File: config.mk
export PLATFORM = sky130hd
export DESIGN_NAME = key_progress
export DESIGN_NICKNAME = d
export VERILOG_FILES = /design/src/rtl/key_progress.sv
export SDC_FILE = /design/constraint.sdc
export NUM_CORES = 1
export LEC_CHECK = 0
export CORE_MARGIN = 8
export CORE_UTILIZATION = 40
export CTS_CLUSTER_DIAMETER = 30
export DETAILED_ROUTE_END_ITERATION = 8
export GPL_TIMING_DRIVEN = 1
export PLACE_DENSITY = 0.69
export SLEW_MARGIN = 20
export SYNTH_ARGS = -nofsm -noshare
export SYNTH_HDL_FRONTEND = slang
export SYNTH_SLANG_ARGS = --single-unit
File: constraint.sdc
create_clock -name clk -period 2.86 [get_ports clk]
set_input_delay 0.572 -clock clk [delete_from_list [all_inputs] [get_ports clk]]
set_output_delay 0.572 -clock clk [all_outputs]
set_load 0.005 [all_outputs]
File: src/rtl/key_progress.sv
// Key/door progress tracker for STAGE1: follows the player's box against the
// current target, advances key_find on interact rises, and pulses pickup/stage_clear.
module key_progress #(
  parameter logic [23:0] COOLDOWN = 24'd1_000_000,
  parameter int unsigned PLAYER_W = 16
) (
  input  logic       clk,
  input  logic       rst_n,
  input  logic [3:0] state,
  input  logic [8:0] player_x,
  input  logic [8:0] player_y,
  input  logic       interact,
  output logic [1:0] key_find,
  output logic       pickup,
  output logic       stage_clear,
  output logic       busy
);

  localparam int unsigned CNT_W = 24;
  localparam int unsigned CRD_W = 10;
  localparam logic [3:0]  STAGE1 = 4'd2;
  localparam logic [8:0]  X_MAX = 9'd319;
  localparam logic [8:0]  Y_MAX = 9'd239;

  typedef enum logic [1:0] {
    NONE       = 2'd0,
    FIND_KEY   = 2'd1,
    FIND_LIGHT = 2'd2,
    FIND_DOOR  = 2'd3
  } prog_e;

  prog_e             prog_q, prog_d;
  logic [CNT_W-1:0]  cnt_q, cnt_d;
  logic              interact_q, interact_d;
  logic              pickup_q, pickup_d;
  logic              stage_clear_q, stage_clear_d;
  logic              busy_q, busy_d;

  logic [CRD_W-1:0]  tx0_c, tx1_c, ty0_c, ty1_c;
  logic [CRD_W-1:0]  px_c, py_c, px_end_c, py_end_c;
  logic              in_range_c, overlap_c, rise_c, accept_c;

  // Target box drawn for the current progress code
  always_comb begin
    tx0_c = CRD_W'(65);
    tx1_c = CRD_W'(84);
    ty0_c = CRD_W'(35);
    ty1_c = CRD_W'(54);
    case (prog_q)
      NONE: begin
        tx0_c = CRD_W'(65);
        tx1_c = CRD_W'(84);
        ty0_c = CRD_W'(35);
        ty1_c = CRD_W'(54);
      end
      FIND_KEY: begin
        tx0_c = CRD_W'(235);
        tx1_c = CRD_W'(254);
        ty0_c = CRD_W'(35);
        ty1_c = CRD_W'(54);
      end
      FIND_LIGHT: begin
        tx0_c = CRD_W'(235);
        tx1_c = CRD_W'(254);
        ty0_c = CRD_W'(205);
        ty1_c = CRD_W'(224);
      end
      FIND_DOOR: begin
        tx0_c = CRD_W'(145);
        tx1_c = CRD_W'(174);
        ty0_c = CRD_W'(205);
        ty1_c = CRD_W'(234);
      end
      default: ;
    endcase
  end

  // Overlap against the target; 10-bit sums so the far edge cannot wrap
  always_comb begin
    px_c       = {1'b0, player_x};
    py_c       = {1'b0, player_y};
    px_end_c   = px_c + CRD_W'(PLAYER_W - 1);
    py_end_c   = py_c + CRD_W'(PLAYER_W - 1);
    in_range_c = (player_x <= X_MAX) && (player_y <= Y_MAX);
    overlap_c  = in_range_c &&
                 (px_c <= tx1_c) && (px_end_c >= tx0_c) &&
                 (py_c <= ty1_c) && (py_end_c >= ty0_c);
  end

  assign rise_c   = interact & ~interact_q;
  assign accept_c = (state == STAGE1) && rise_c && overlap_c && (cnt_q == '0);

  // Next-state and registered-output logic
  always_comb begin
    prog_d        = prog_q;
    cnt_d         = (cnt_q != '0) ? (cnt_q - CNT_W'(1)) : '0;
    interact_d    = interact;
    pickup_d      = 1'b0;
    stage_clear_d = 1'b0;

    if (state != STAGE1) begin
      prog_d = NONE;
      cnt_d  = '0;
    end else if (accept_c) begin
      cnt_d = COOLDOWN;
      if (prog_q == FIND_DOOR) begin
        stage_clear_d = 1'b1;
      end else begin
        pickup_d = 1'b1;
        prog_d   = prog_e'(prog_q + 2'd1);
      end
    end

    busy_d = (cnt_d != '0);
  end

  always_ff @(posedge clk) begin
    if (!rst_n) begin
      prog_q        <= NONE;
      cnt_q         <= '0;
      interact_q    <= 1'b0;
      pickup_q      <= 1'b0;
      stage_clear_q <= 1'b0;
      busy_q        <= 1'b0;
    end else begin
      prog_q        <= prog_d;
      cnt_q         <= cnt_d;
      interact_q    <= interact_d;
      pickup_q      <= pickup_d;
      stage_clear_q <= stage_clear_d;
      busy_q        <= busy_d;
    end
  end

  assign key_find    = prog_q;
  assign pickup      = pickup_q;
  assign stage_clear = stage_clear_q;
  assign busy        = busy_q;

endmodule

==> results.md, run 1 <==
Finish:
- The number of fill cells in the layout is 550.
- The share of post-route cells with drive strength above 1 is 0.2749.
- The final antenna diode count is 0.
- After the last flow step, the layout net total stands at about 440.
- Compared with the post-synthesis result, the final layout area differs by 39.13%.
- The end-of-flow core utilization is 0.5642.

Yosys:
- The number of cells produced by synthesis is around 300.
- In the post-synthesis netlist, the cell with the most instances is sky130_fd_sc_hd__nor2_1.
- The commonest cells after synthesis are 34 x sky130_fd_sc_hd__nor2_1, 30 x sky130_fd_sc_hd__dfxtp_1, 30 x sky130_fd_sc_hd__ha_1.
- The cell area after synthesis is roughly 2500 µm².
- The mean instance size in the synthesized netlist is about 8.3 µm².
- Yosys mapped a number of flops with a built-in enable equal to 0.
- Summed over all instances, the cell type with the most area after synthesis is sky130_fd_sc_hd__dfxtp_1.
- After synthesis, the cell types taking the most area are sky130_fd_sc_hd__dfxtp_1 24%, sky130_fd_sc_hd__ha_1 15%, sky130_fd_sc_hd__xnor2_1 6.6%, sky130_fd_sc_hd__nor2_1 5.1%, sky130_fd_sc_hd__xor2_1 4.5%.
- The number of nets in the synthesized netlist is about 360.
- The area share of the largest cell type after synthesis is 0.2387.
- During synthesis, Yosys emitted a total of 0 warnings.
- The post-synthesis async set-or-reset flop share is 0.
- The prevailing post-synth register cell is sky130_fd_sc_hd__dfxtp_1.
- The number of register bits inferred by synthesis is 30.
- Of the synthesized area, sequential elements account for 0.2387.
- The number of distinct library cells after synthesis is between 50 and 60.

Power:
- The analysis attributes to cell leakage a power of 0.001589 µW.
- The power density relative to cell area is between 200 and 300 nW/µm².
- The total power is approximately 1000 µW.
- Across the VDD grid, the largest voltage drop is between 0.2 and 0.25 mV.

STA:
- The total count of max-transition violations in the final report was 0.
- The actual slew at the worst max-slew pin is 0.6178 ns.
- Across all hold checks on the routed design, the worst slack comes to slightly below 0.5 ns.
- The sum of negative setup slack is 0 ns.
- For the final database, setup skew stands at 0.008335 ns.
- Setup violations remaining at the end of the flow were counted as 0.
- The share of the cycle needed by the critical path after routing is 0.9975.
- The final-report hold violation count was 0.
- After layout, the minimum clock period comes to 2.853 ns.
- Measured against its own limit, the worst slew margin works out to 0.5850.
- The maximum clock frequency is between 300 and 400 MHz.
- Setup repair after global routing could not meet its margin everywhere.

Critical path:
- For the worst setup path, the data required time is 3.02 ns.
- The largest fanout on the critical path is 7.
- Data on the critical path arrives at its endpoint at roughly 3 ns.
- The worst setup path is launched from an input port.
- The critical path endpoint category is a flop.
- The critical path is of the input port to flop type.

Clock tree:
- The clock transition at the register clock pins on the worst setup and hold paths after CTS is ~0.06 ns.
- The number of clock buffers inserted by TritonCTS is 5.
- The number of clock sinks is 30.
- The largest buffer count on any clock path is 2.
- Clock latency on the worst-skew pair, taken at its later pin, is between 0.2 and 0.3 ns.
- The H-tree was split into 2 levels.
- The root buffer cell chosen for the clock tree is sky130_fd_sc_hd__clkbuf_8.
- The clock tree from TritonCTS is yes.

Run status:
- The flow ran to the end, and the final reports show no timing, DRC or antenna violations.

Route:
- In this run, the number of DRC markers left after iteration 0 of detailed routing was between 100 and 150.
- The wire length on met2 is ~3.2 mm.
- For this run, design rule violations remaining after detail routing come to 0.
- The detailed-route via count is around 2500.
- The first TritonRoute pass finished after 4 iterations.
- The via density per instance is 5.458.
- The uppermost layer routed is met4.
- The antenna violation net count after detailed routing is 0.
- The total routed wire length on the met1 layer is about 3.1 mm.
- After detailed routing, the total wire length is around 6.6 mm.
- The wire length on met3 is 204 µm.
- In the final routed layout, each cell accounts on average for 14.32 µm.

Floorplan:
- The die width is 95.31 µm.
- The die covers a little over 9000 µm².
- The die height is approximately 95 µm.
- The count of standard-cell rows is 29.
- Pin placement for this block handled 30 I/O pins.
- For this configuration, the core starts out at a cell density of 0.4055.
- The core footprint is about 6200 µm².

Flow run:
- The max-capacitance violation count is 0.

GRT:
- The via count of the first global-routing pass came to between 2000 and 2500.
- The number of antenna violations at the first check in global routing is 0.
- The global-route congestion overflow total is 0.
- The overall global routing resource usage is 0.1516.
- The first global-routing pass estimated ~11 mm of wire.
- The maximum number of pins on one net before global-route repair is 19.

Place:
- The count of buffers added on input and output ports is 29.
- The half-perimeter wire length after detailed placement is between 5 and 6 mm.
- At the end of routability-driven placement, the weighted congestion stood at just over 0.9.

Worst hold path:
- The class of the tightest hold or removal check is flop to flop.
## critical path, stage by stage
cell	delay (ns)
sky130_fd_sc_hd__buf_6	0.09
sky130_fd_sc_hd__or4_4	0.59
sky130_fd_sc_hd__nand2_4	0.09
sky130_fd_sc_hd__xnor2_2	0.07
sky130_fd_sc_hd__ha_2	0.18
sky130_fd_sc_hd__a211o_1	0.22
sky130_fd_sc_hd__a311o_1	0.30
sky130_fd_sc_hd__a211oi_2	0.34
sky130_fd_sc_hd__nor4_4	0.09
sky130_fd_sc_hd__buf_4	0.15
sky130_fd_sc_hd__o21ai_2	0.11
sky130_fd_sc_hd__buf_6	0.16
sky130_fd_sc_hd__a21oi_2	0.04
## stage by stage
step	cell area (µm²)	setup WS (ns)	cells
floorplan	2521	0.004957	302
global placement	3199	-0.5982	445
detailed placement	3199	-0.6764	445
CTS	3473	-0.002674	457
global route	3501	-0.04524	459
finish	3501	0.007290	459
## registers in the layout, indices dropped and copies added, names as in the netlist
| name | count |
|---|---|
| key_find | 2 |
| stage_clear | 1 |
| interact_q | 1 |
| cnt_q | 24 |
| pickup | 1 |
| busy | 1 |
## final cells by class
type	count	area (µm²)	share of cell area
Multi-Input combinational cell	252	2013	0.5751
Timing Repair Buffer	76	639.4	0.1826
Sequential cell	30	600.6	0.1716
Tap cell	77	96.34	0.02752
Clock buffer	7	86.33	0.02466
Inverter	16	60.06	0.01716
Clock inverter	1	5.005	0.001430
## what timing repair did
action	4_1_cts	5_1_grt
setup buffers	5	2
resized for setup	62	15
hold buffers	0	0
endpoints found under the setup margin	12	11
pin swaps	28	14
## logic make-up after synthesis
group | count (synthesis) | synth area share
xor gates and xnor gates | 32 | 0.1114
and+or+nand+nor | 133 | 0.2969
buffers and inverters | 20 | 0.03033
adders and majority gates | 30 | 0.1492
AOI/OAI and AO/OA | 53 | 0.1571
DFF | 30 | 0.2387
muxes | 4 | 0.01641
## routing by layer
| metal | vias up | track usage |
|---|---|---|
| li1 | 1270 | - |
| met3 | 9 | 0.02913 |
| met1 | 1185 | 0.1896 |
| met2 | 41 | 0.2595 |
| met4 | 0 | 0.03901 |
| met5 | - | 0 |
## report_power, final
part | switching, µW | internal [µW]
Clock | 163 | 194
Combinational | 103 | 125
Sequential | 0.217 | 418
Total | 266 | 738
## layout by cell type (no fill, tap or decap), types with 4 or more instances in the layout
master,synthesis,layout
sky130_fd_sc_hd__buf_4,0,43
sky130_fd_sc_hd__nor2_1,34,32
sky130_fd_sc_hd__dfxtp_1,30,30
sky130_fd_sc_hd__ha_1,30,26
sky130_fd_sc_hd__nand2_1,23,19
sky130_fd_sc_hd__xnor2_1,19,17
sky130_fd_sc_hd__clkdlybuf4s50_1,0,17
sky130_fd_sc_hd__inv_1,16,13
sky130_fd_sc_hd__nand4_1,13,13
sky130_fd_sc_hd__xor2_1,13,13
sky130_fd_sc_hd__nand3_1,12,11
sky130_fd_sc_hd__nor3_1,8,8
sky130_fd_sc_hd__o21ai_0,8,8
sky130_fd_sc_hd__a21oi_2,0,8
sky130_fd_sc_hd__nor3b_1,8,7
sky130_fd_sc_hd__buf_6,0,7
sky130_fd_sc_hd__a21oi_1,15,6
sky130_fd_sc_hd__clkbuf_8,0,6
sky130_fd_sc_hd__o31ai_1,5,4
sky130_fd_sc_hd__and2_1,4,4
sky130_fd_sc_hd__nor4_1,4,4
sky130_fd_sc_hd__nand2b_1,4,4
sky130_fd_sc_hd__clkbuf_2,0,4
## path summary, 6_finish.rpt
path | start | to | slack, ns | depth (start not counted)
max | player_y[3] | cnt_q[17] | 0.007 | 13
max reg2reg | key_find[0] | cnt_q[17] | 0.13 | 12
min reg2reg | cnt_q[15] | cnt_q[15] | 0.49 | 2
min | cnt_q[15] | cnt_q[15] | 0.49 | 2
Power figures use the tool's default switching activity.
==> run 2: changes to the inputs <==
--- a/config.mk
+++ b/config.mk
@@ -6,11 +6,12 @@
 export NUM_CORES = 1
 export LEC_CHECK = 0
 export CORE_MARGIN = 8
-export CORE_UTILIZATION = 40
+export CORE_UTILIZATION = 45
+export CTS_BUF_LIST = sky130_fd_sc_hd__clkbuf_4 sky130_fd_sc_hd__clkbuf_8
 export CTS_CLUSTER_DIAMETER = 30
 export DETAILED_ROUTE_END_ITERATION = 8
 export GPL_TIMING_DRIVEN = 1
-export PLACE_DENSITY = 0.69
+export PLACE_DENSITY = 0.75
 export SLEW_MARGIN = 20
 export SYNTH_ARGS = -nofsm -noshare
 export SYNTH_HDL_FRONTEND = slang
==> results.md, run 2 (same netlist as run 1, synthesis figures left out) <==
Place:
- The placement-stage worst setup slack is -0.7531 ns (-0.07670 ns).
- The placed cell count came to 442 (-0.67%).
- The weighted congestion reported at the end of routability-driven placement is 0.9368 (+2.6%).
- The half-perimeter wire length after detailed placement came to 5.281 mm (+5.2%).
- The number of port buffers was 29 (unchanged).

Clock tree:
- The number of clock sinks is 30 (unchanged).
- The hold buffer count at CTS is 0 (unchanged).
- TritonCTS built the clock tree.
- The clock latency on the worst-skew pair is 0.28 ns (about the same).
- The clock transition at the register clock pins on the worst setup and hold paths after CTS came to 0.06 ns (about the same).
- The number of clock buffers inserted by TritonCTS is 5 (unchanged).
- Clock tree synthesis selected as its root buffer the cell sky130_fd_sc_hd__clkbuf_8.
- The largest buffer count on any clock path was 2 (unchanged).
- The number of H-tree levels was 2 (unchanged).

Route:
- The average wire per cell in the routed design is 14.99 µm (+4.7%).
- The number of detailed-route iterations in the first pass is 4 (unchanged).
- The antenna violation net count after detailed routing is 0 (unchanged).
- The total DRC errors in the routed layout came to 0 (unchanged).
- The detailed-route via count is 2520 (+0.60%).
- The number of DRC markers in iteration 0 is 93 (-36%).
- The aggregate routed wire length is 6.834 mm (+4.0%).
- The via density per instance was 5.526 (+1.3%).

Finish:
- The number of fill cells in the layout is 444 (-19%).
- Leaving out fill and tap cells, the most frequent cells in the layout are 46 x sky130_fd_sc_hd__buf_4, 32 x sky130_fd_sc_hd__nor2_1, 29 x sky130_fd_sc_hd__dfxtp_1, 24 x sky130_fd_sc_hd__ha_1, 19 x sky130_fd_sc_hd__nand2_1.
- Leaving out fill and tap cells, the most frequent cell in the layout is sky130_fd_sc_hd__buf_4.
- The number of nets in the finished design is 438 (+0.46%).
- The final non-filler cell total is 456 (-0.65%).
- The sequential cell area in the final layout is 601.8 µm² (+0.21%).
- The synthesis-to-layout area growth is 40.38%.
- More flip-flops sit in one register than any other, and that register is cnt_q.
- The final antenna diode count is 0 (unchanged).
- The flip-flop count of the largest register, all copies and words added is 24 (unchanged).
- The share of post-route cells with drive strength above 1 was 0.2786 (+0.003777).
- The area used by multi-input combinational logic is 2017 µm² (+0.19%).

Floorplan:
- The die width came to 90.78 µm (-4.8%).
- The core footprint was 5439 µm² (-12%).
- The die outline area is 8240 µm² (-9.3%).
- The count of standard-cell rows was 27 (-6.9%).
- The initial core utilization came to 0.4626 (+0.05709).
- The number of top-level pins came to 30 (unchanged).
- The die height is 90.78 µm (-4.8%).

STA:
- The final worst clock skew is 0.009030 ns (+0.0006948 ns).
- The total setup violations reported at the end of the flow was 2 (+2).
- The setup slack after layout was -0.02148 ns (-0.02877 ns).
- The final-report hold violation count is 0 (unchanged).
- The worst hold slack across all endpoints is 0.4886 ns (+0.0007860 ns).
- The share of the cycle needed by the critical path after routing is 1.008 (+0.01006).
- The shortest clock period the worst path allows after layout is 2.881 ns (+0.02877 ns).
- The actual slew at the worst max-slew pin came to 0.6611 ns (+0.04331 ns).
- The total count of max-transition violations in the final report is 0 (unchanged).
- The remaining max-slew budget at the tightest pin is 0.5559 (-0.02910).
- The maximum clock frequency is 347.0 MHz (-1.0%).
- Setup repair after global routing could not meet its margin everywhere.

Critical path:
- The startpoint type of the worst setup path is an input port.
- The signal on the critical path passes through buf_6, or4_4, nand4_1, xnor2_1, ha_1, nand4_1, o41ai_2, a211oi_2, nor4_4, nor3b_4, mux2i_1.
- The data required time at the worst endpoint is 3.06 ns (+0.04 ns).
- STA classifies the critical path endpoint as a flop.
- The largest incremental delay on the critical path is 0.58 ns (about the same).
- The slowest stage of the critical path is the sky130_fd_sc_hd__or4_4 cell.
- The largest fanout on the critical path is 4 (-3).
- The critical path is of the input port to flop type.
- The critical path's most frequent cell is sky130_fd_sc_hd__nand4_1.
- The worst endpoint data arrival time is 3.08 ns (+0.07 ns).
- The depth of the most critical reg-to-reg path is 12 (unchanged).

GRT:
- The via count of the first global-routing pass came to 2475 (-0.040%).
- The overall global routing resource usage is 0.1615 (+0.009867).
- The number of antenna violations at the first check in global routing came to 0 (unchanged).
- The maximum number of pins on one net before global-route repair is 11 (-8).
- The global-route wire length before repair is 11.36 mm (+0.86%).
- The global-route congestion overflow total is 0 (unchanged).

Flow run:
- The max-capacitance violation count came to 0 (unchanged).

Run status:
- The run finished, with violations left.
- The final reports fail on setup timing.

Worst hold path:
- The class of the tightest hold or removal check is flop to flop.
- The depth of the worst hold-timing path came to 1 (-1).

Power:
- The leakage power total is 0.001604 µW (+0.91%).
- The peak supply drop is 0.3034 mV (+39%).
- The power density relative to cell area came to 297.5 nW/µm² (+3.7%).
## run 2: timing repair
item                       4_1_cts  5_1_grt
setup endpoints to repair       12       12
pin swaps                       17       24
gates resized for setup         36       41
buffers inserted                 6        1
## run 2: layout make-up
cell class | count | share of cell area
well taps | 72 | 0.02550
repair buffers | 78 | 0.1842
flip-flops and latches | 30 | 0.1704
inverters | 16 | 0.01771
clock buffers | 8 | 0.03117
multi-input cells | 252 | 0.5710
## run 2: worst max-delay path, delay by kind of cell
family	cells	cell delay [ns]
adder cells (fa/ha/maj)	1	0.32
multiplexers	1	0.23
XOR/XNOR	1	0.07
AO/OA/AOI/OAI	2	0.41
AND/OR/NAND/NOR	5	1.40
buffers and inverters	1	0.09
## run 2: through the flow
stage	instance area, µm²	power, µW	util	TNS, ns
5_1_grt	3532	1097	0.6494	-0.3444
3_5_place_dp	3208	627.9	0.5898	-7.072
6_report	3532	1051	0.6494	-0.02443
4_1_cts	3386	1036	0.6225	-0.2534
2_1_floorplan	2521	520.9	-	0
3_3_place_gp	3208	622.0	0.5898	-6.167
## run 2: metal layers
metal,global-route usage,vias to the layer above,wire length (µm)
met5,0,-,0
met4,0.05184,0,110
met3,0.03076,12,273
met2,0.2826,50,3444
met1,0.1924,1176,3006
li1,-,1282,-
## run 2: final timing paths
kind,slack [ns],from,end
worst max-delay path,-0.02,player_y[3],key_find[0]
worst min-delay path,0.49,cnt_q[0],cnt_q[0]
worst max register to register,0.09,key_find[0],cnt_q[16]
worst min register to register,0.49,cnt_q[0],cnt_q[0]
## run 2: where the power goes
group / leakage (µW) / switching [µW] / total, µW / internal [µW]
logic: 0.00130 / 105 / 232 / 128
registers: 0.000242 / 0.212 / 419 / 419
clock network: 0.0000575 / 157 / 400 / 243
total: 0.00160 / 262 / 1050 / 789
